===== src/rtl/reg_bus_initiator_if.sv =====
// Purpose: request/response channels and register-file bus of the register bus initiator.
// Ports: master = initiator view (drives req_ready, rsp_*, RegWrite/addr/write_data);
//        slave  = environment view (upstream controller plus register-file responder).
interface reg_bus_initiator_if #(
    parameter int unsigned REG_WIDTH  = 32,
    parameter int unsigned ADDR_WIDTH = 32
);
    // upstream request channel
    logic                  req_valid;
    logic                  req_ready;
    logic                  req_write;
    logic [ADDR_WIDTH-1:0] req_addr;
    logic [REG_WIDTH-1:0]  req_wdata;

    // upstream response channel
    logic                  rsp_valid;
    logic                  rsp_ready;
    logic [REG_WIDTH-1:0]  rsp_rdata;
    logic                  rsp_err;

    // register-file bus
    logic                  RegWrite;
    logic [ADDR_WIDTH-1:0] addr;
    logic [REG_WIDTH-1:0]  write_data;
    logic [REG_WIDTH-1:0]  read_data;
    logic                  valid;

    modport master (
        input  req_valid, req_write, req_addr, req_wdata, rsp_ready, read_data, valid,
        output req_ready, rsp_valid, rsp_rdata, rsp_err, RegWrite, addr, write_data
    );

    modport slave (
        output req_valid, req_write, req_addr, req_wdata, rsp_ready, read_data, valid,
        input  req_ready, rsp_valid, rsp_rdata, rsp_err, RegWrite, addr, write_data
    );
endinterface


===== src/rtl/reg_bus_initiator.sv =====
// Purpose: executes one register read/write request at a time as a single register-file bus access.
// Latency: accept N, RegWrite pulse N+1, capture N+2, rsp_valid N+3 (illegal address: rsp_valid N+1).
// Backpressure: req_ready low from acceptance until the response handshake; response held until rsp_ready.
// Ports: clk, rst_n (async active-low), bus (master modport: request, response and bus signals).
module reg_bus_initiator #(
    parameter int unsigned REG_WIDTH  = 32,
    parameter int unsigned ADDR_WIDTH = 32,
    parameter int unsigned MAX_ADDR   = 32'h18,
    parameter int unsigned TIMEOUT    = 16
) (
    input  logic                clk,
    input  logic                rst_n,
    reg_bus_initiator_if.master bus
);

    localparam int unsigned CNT_W = $clog2(TIMEOUT) + 1;
    localparam logic [ADDR_WIDTH-1:0] MAX_ADDR_L = ADDR_WIDTH'(MAX_ADDR);
    localparam logic [CNT_W-1:0]      CNT_LAST   = CNT_W'(TIMEOUT - 1);

    typedef enum logic [1:0] {
        ST_IDLE,
        ST_ISSUE,
        ST_WAIT,
        ST_RESP
    } state_t;

    state_t                state_q;
    logic                  req_ready_q;
    logic                  rsp_valid_q;
    logic [REG_WIDTH-1:0]  rsp_rdata_q;
    logic                  rsp_err_q;
    logic                  regwrite_q;
    logic [ADDR_WIDTH-1:0] addr_q;
    logic [REG_WIDTH-1:0]  write_data_q;
    logic                  wr_q;        // direction of the transaction in flight
    logic [CNT_W-1:0]      cnt_q;

    logic addr_legal;

    // Word-aligned and inside the register window.
    assign addr_legal = (bus.req_addr[1:0] == 2'b00) && (bus.req_addr <= MAX_ADDR_L);

    always_ff @(posedge clk or negedge rst_n) begin
        if (!rst_n) begin
            state_q      <= ST_IDLE;
            req_ready_q  <= 1'b1;
            rsp_valid_q  <= 1'b0;
            rsp_rdata_q  <= '0;
            rsp_err_q    <= 1'b0;
            regwrite_q   <= 1'b0;
            addr_q       <= '0;
            write_data_q <= '0;
            wr_q         <= 1'b0;
            cnt_q        <= '0;
        end else begin
            case (state_q)
                ST_IDLE: begin
                    if (bus.req_valid && req_ready_q) begin
                        req_ready_q <= 1'b0;
                        wr_q        <= bus.req_write;
                        if (addr_legal) begin
                            // Bus outputs load here so the strobe is visible in the ISSUE cycle.
                            addr_q       <= bus.req_addr;
                            write_data_q <= bus.req_wdata;
                            regwrite_q   <= bus.req_write;
                            state_q      <= ST_ISSUE;
                        end else begin
                            // Rejected without touching the bus.
                            rsp_valid_q <= 1'b1;
                            rsp_err_q   <= 1'b1;
                            rsp_rdata_q <= '0;
                            state_q     <= ST_RESP;
                        end
                    end
                end

                ST_ISSUE: begin
                    regwrite_q <= 1'b0;
                    cnt_q      <= '0;
                    state_q    <= ST_WAIT;
                end

                ST_WAIT: begin
                    if (bus.valid) begin
                        rsp_rdata_q <= wr_q ? '0 : bus.read_data;
                        rsp_err_q   <= 1'b0;
                        rsp_valid_q <= 1'b1;
                        cnt_q       <= '0;
                        state_q     <= ST_RESP;
                    end else if (cnt_q == CNT_LAST) begin
                        rsp_rdata_q <= '0;
                        rsp_err_q   <= 1'b1;
                        rsp_valid_q <= 1'b1;
                        cnt_q       <= '0;
                        state_q     <= ST_RESP;
                    end else begin
                        cnt_q <= cnt_q + 1'b1;
                    end
                end

                ST_RESP: begin
                    if (bus.rsp_ready) begin
                        rsp_valid_q <= 1'b0;
                        req_ready_q <= 1'b1;
                        state_q     <= ST_IDLE;
                    end
                end

                default: begin
                    state_q     <= ST_IDLE;
                    req_ready_q <= 1'b1;
                    rsp_valid_q <= 1'b0;
                    regwrite_q  <= 1'b0;
                    cnt_q       <= '0;
                end
            endcase
        end
    end

    assign bus.req_ready  = req_ready_q;
    assign bus.rsp_valid  = rsp_valid_q;
    assign bus.rsp_rdata  = rsp_rdata_q;
    assign bus.rsp_err    = rsp_err_q;
    assign bus.RegWrite   = regwrite_q;
    assign bus.addr       = addr_q;
    assign bus.write_data = write_data_q;

endmodule

===== src/flat_wrapper.sv =====
// flat-port wrapper written by rule: the top's interface ports become plain ports
module reg_bus_initiator_flat 
#(
    parameter int unsigned REG_WIDTH  = 32,
    parameter int unsigned ADDR_WIDTH = 32,
    parameter int unsigned MAX_ADDR   = 32'h18,
    parameter int unsigned TIMEOUT    = 16
)
  (clk, rst_n, bus_req_valid, bus_req_write, bus_req_addr, bus_req_wdata, bus_rsp_ready, bus_read_data, bus_valid, bus_req_ready, bus_rsp_valid, bus_rsp_rdata, bus_rsp_err, bus_RegWrite, bus_addr, bus_write_data);
  reg_bus_initiator_if #(.REG_WIDTH(REG_WIDTH), .ADDR_WIDTH(ADDR_WIDTH)) bus_i ();
  input  logic clk;
  input  logic rst_n;
  input wire logic [$bits(bus_i.req_valid)-1:0] bus_req_valid;
  input wire logic [$bits(bus_i.req_write)-1:0] bus_req_write;
  input wire logic [$bits(bus_i.req_addr)-1:0] bus_req_addr;
  input wire logic [$bits(bus_i.req_wdata)-1:0] bus_req_wdata;
  input wire logic [$bits(bus_i.rsp_ready)-1:0] bus_rsp_ready;
  input wire logic [$bits(bus_i.read_data)-1:0] bus_read_data;
  input wire logic [$bits(bus_i.valid)-1:0] bus_valid;
  output wire logic [$bits(bus_i.req_ready)-1:0] bus_req_ready;
  output wire logic [$bits(bus_i.rsp_valid)-1:0] bus_rsp_valid;
  output wire logic [$bits(bus_i.rsp_rdata)-1:0] bus_rsp_rdata;
  output wire logic [$bits(bus_i.rsp_err)-1:0] bus_rsp_err;
  output wire logic [$bits(bus_i.RegWrite)-1:0] bus_RegWrite;
  output wire logic [$bits(bus_i.addr)-1:0] bus_addr;
  output wire logic [$bits(bus_i.write_data)-1:0] bus_write_data;
  assign bus_i.req_valid = bus_req_valid;
  assign bus_i.req_write = bus_req_write;
  assign bus_i.req_addr = bus_req_addr;
  assign bus_i.req_wdata = bus_req_wdata;
  assign bus_i.rsp_ready = bus_rsp_ready;
  assign bus_i.read_data = bus_read_data;
  assign bus_i.valid = bus_valid;
  assign bus_req_ready = bus_i.req_ready;
  assign bus_rsp_valid = bus_i.rsp_valid;
  assign bus_rsp_rdata = bus_i.rsp_rdata;
  assign bus_rsp_err = bus_i.rsp_err;
  assign bus_RegWrite = bus_i.RegWrite;
  assign bus_addr = bus_i.addr;
  assign bus_write_data = bus_i.write_data;
  reg_bus_initiator #(.REG_WIDTH(REG_WIDTH), .ADDR_WIDTH(ADDR_WIDTH), .MAX_ADDR(MAX_ADDR), .TIMEOUT(TIMEOUT)) u_core (.clk(clk), .rst_n(rst_n), .bus(bus_i));
endmodule

===== config.mk =====
export PLATFORM = sky130hd
export DESIGN_NAME = reg_bus_initiator_flat
export DESIGN_NICKNAME = d
export VERILOG_FILES = /design/src/rtl/reg_bus_initiator_if.sv /design/src/rtl/reg_bus_initiator.sv /design/src/flat_wrapper.sv
export SDC_FILE = /design/constraint.sdc
export NUM_CORES = 1
export LEC_CHECK = 0
export ABC_AREA = 0
export CORE_MARGIN = 2
export CORE_UTILIZATION = 42
export CTS_CLUSTER_SIZE = 14
export DETAILED_ROUTE_END_ITERATION = 10
export GPL_TIMING_DRIVEN = 0
export PLACE_DENSITY = 0.81
export REMOVE_ABC_BUFFERS = 1
export SETUP_SLACK_MARGIN = 0.5
export SYNTH_ARGS = -nofsm -noshare
export SYNTH_HDL_FRONTEND = slang
export SYNTH_SLANG_ARGS = --single-unit

===== constraint.sdc =====
create_clock -name clk -period 2.2 [get_ports clk]
set_input_delay 0.55 -clock clk [delete_from_list [all_inputs] [get_ports clk]]
set_output_delay 0.55 -clock clk [all_outputs]
set_load 0.03 [all_outputs]

==> impl_metrics.tcl <==
set metrics [dict create \
    path_max_fanout 7 \
    synthMuxAreaShare_pct 17.4 \
    cp_data_arrival_time_ns 2.46 \
    synth.avg_cell_area_um2 12.6 \
    max-slew-margin-rel_pct 47.8 \
    crit_path_end_kind "register" \
    maxCapViolCount 0 \
    synth_warnings 0 \
    cts.sinks 108 \
    max_freq_mhz 448 \
    finish.utilization_pct 71.4 \
    reg2reg_slack_ns -0.03 \
    grt_setup_unrepaired "yes" \
    grt_pass1_wl_um 19600 \
    grt_util_all_layers_pct 21.9 \
    numCtsBuffers 9 \
    synth_area_leaders "dfrtp_1 (61%), mux2i_1 (7.7%), mux2_2 (7.4%), nor2b_1 (4.2%), nand2_1 (3.6%)" \
    gp_congestion 0.725 \
    fin_skew_ns 0.0212 \
    worst_pin_slew_ns 0.784 \
    synth_xor_area_share_pct 0 \
    synth_top_area_share_pct 60.6 \
    syn_to_final_growth_pct 65.9 \
    dieArea_um2 11400 \
    initial_core_util_pct 43.0 \
    fin_nets 705 \
    start_kind "register" \
    drive_gt1_share_pct 31.3 \
    port_buffers 201 \
    hold_class "input pin to asynchronous set/reset pin" \
    core-area_um2 10300 \
    synth_compound_area_share_pct 2.04 \
    slew_violations 0 \
    period_share_pct 101 \
    worst_slack_ns -0.0298 \
    p_leak_nw 3.81 \
    clk_pin_slew_ns 0.11 \
    powerDensity_nw_per_um2 458 \
    wl_um 12300 \
    synth_top_family_by_area "multiplexers" \
    io_pins 202 \
    drtAntennaViolNets 0 \
    synth_top_cell_by_area "dfrtp_1" \
    synth_fa_ha_area_share_pct 1.42 \
    multi_input_area_um2 1740 \
    grt_max_degree 61 \
    post-route-min-period_ns 2.23 \
    syn_inst 351 \
    critical_path_class "register to register" \
    first_global_vias 3876 \
    finalSetupViolations 14 \
    first_pass_iters 7 \
    hold_buffers 0 \
    violations "negative setup slack" \
    grt_overflow 0 \
    clkLatencyLatePin_ns 0.36 \
    fp.dieW_um 107 \
    netlist_area_um2 4420 \
    routedWlPerCell_um 16.6 \
    synth_cell_types 35 \
    die_h_um 107 \
    dpl.hpwl_um 7980 \
    cts_tree "done" \
    place_ws_ns -1.17 \
    antenna_found_initial 0 \
    root_buffer "clkbuf_8" \
    rows 37 \
    num_antenna_cells 0 \
    vias_per_cell 4.78 \
    h-tree-depth 3 \
    hold_viol 0 \
    drt_iter0_markers 108 \
    ff_latch_area_um2 2700 \
    synth-seq-area-share_pct 61.2 \
    run_status "complete, but fails checks" \
    num_vias 3533 \
    vdd_drop_max_mv 0.290 \
    worstPathRequired_ns 2.43 \
    drc 0 \
    clockBufferDepth 2 \
    synth_seq_cells 108 \
    fillCellCount 728 \
    synth-simple-area-share_pct 11.9 \
]
-- worst paths after layout --
check	from	end	depth (start not counted)
worst max-delay path	u_core.state_q[1]$_DFFE_PN0P_	u_core.bus.write_data[12]$_DFFE_PN0P_	10
worst min-delay path	rst_n	u_core.bus.rsp_rdata[6]$_DFFE_PN0P_	1
worst max register to register	u_core.state_q[1]$_DFFE_PN0P_	u_core.bus.write_data[12]$_DFFE_PN0P_	10
worst min register to register	u_core.bus.addr[21]$_DFFE_PN0P_	u_core.bus.addr[21]$_DFFE_PN0P_	1
max in group asynchronous	rst_n	u_core.bus.write_data[29]$_DFFE_PN0P_	2
min in group clk	u_core.bus.addr[21]$_DFFE_PN0P_	u_core.bus.addr[21]$_DFFE_PN0P_	1
-- final cells by class --
cell class | count | share of cell area [%]
clock buffers | 10 | 1.74
multi-input cells | 190 | 23.7
clock inverters | 6 | 0.802
repair buffers | 251 | 32.6
well taps | 136 | 2.32
flip-flops and latches | 108 | 36.9
inverters | 38 | 1.95
-- routing by layer --
metal  vias up  track usage [%]  part of all wire (%)
met5         -                0                     0
met1      1740             26.9                    40
met2       136             40.1                    53
li1       1645                -                     -
met4         0             4.82                   1.2
met3        12             4.26                   5.8
-- Yosys cell counts (all sizes together) --
cell type,instances
dfstp,1
a21boi,1
buf,11
nand2b,1
nand4,1
ha,5
nor2b,30
and3,1
or2,2
nor4,7
nand3b,1
nor2,3
o31ai,1
nor4b,2
nand3,7
dfrtp,107
a21oi,2
o21bai,1
inv,38
mux2,38
mux2i,34
nand2,42
o41ai,1
clkbuf,4
o21ai,8
a2bb2oi,1
or3b,1
-- layout by cell type (no fill, tap or decap), types with 2 or more instances in the layout --
cell	count
buf_12	6
buf_16	6
buf_4	21
buf_6	17
buf_8	2
clkbuf_2	49
clkbuf_8	9
clkdlybuf4s15_1	56
clkdlybuf4s15_2	2
clkdlybuf4s50_1	73
dfrtp_1	107
dlygate4sd2_1	19
ha_1	3
ha_4	2
inv_1	36
inv_2	2
inv_6	3
mux2_2	18
mux2_4	20
mux2i_1	31
mux2i_4	2
nand2_1	40
nand2_2	2
nand3_1	6
nor2_1	2
nor2b_1	26
nor2b_4	4
nor4_2	4
nor4_4	2
nor4b_4	2
o21ai_0	6
-- where the power goes --
| group | total (mW) | switching [mW] | internal [mW] |
|---|---|---|---|
| clock | 1.14 | 0.707 | 0.437 |
| sequential | 1.98 | 0 | 1.98 |
| combinational | 0.233 | 0.0817 | 0.151 |
| total | 3.36 | 0.788 | 2.57 |
-- per-stage QoR --
stage	hold WS [ns]	area [µm²]	setup TNS, ns	cells	power, mW
final	0.268	7330	-0.178	739	3.36
after global routing	0.307	7330	-2.62	739	3.50
after CTS	0.266	7310	-0.761	731	3.40
after detailed placement	0.475	6600	-73.00	680	2.26
after global placement	0.468	6480	-697.32	673	2.25
after floorplan	0.254	4300	-181.35	336	2.03
-- worst max-delay path, cell delays in order (launching register included) --
cell	delay (ns)
dfrtp_1	0.41
inv_2	0.10
ha_4	0.15
nor4b_4	0.22
nand3_2	0.14
nor4_4	0.30
buf_6	0.16
buf_12	0.09
buf_12	0.12
buf_12	0.13
mux2_4	0.31
-- sequential cells by signal, summed over array words and instances (netlist names) --
| signal | flops |
|---|---|
| u_core.bus.req_ready | 1 |
| u_core.bus.rsp_err | 1 |
| u_core.state_q | 2 |
| u_core.bus.rsp_valid | 1 |
| u_core.cnt_q | 5 |
| u_core.bus.addr | 32 |
| u_core.bus.RegWrite | 1 |
| u_core.bus.rsp_rdata | 32 |
| u_core.bus.write_data | 32 |
| u_core.wr_q | 1 |
-- cell families after synthesis --
family,count (synthesis)
AO/OA/AOI/OAI,15
adder cells (fa/ha/maj),5
buffers and inverters,53
flip-flops,108
multiplexers,72
AND/OR/NAND/NOR,98
-- what timing repair did --
item	in CTS	in global routing
gates cloned	5	0
pin swaps	16	15
setup buffers	30	8
endpoints found under the setup margin	201	190
resized for setup	227	150
(Power assumes the default switching activity.)
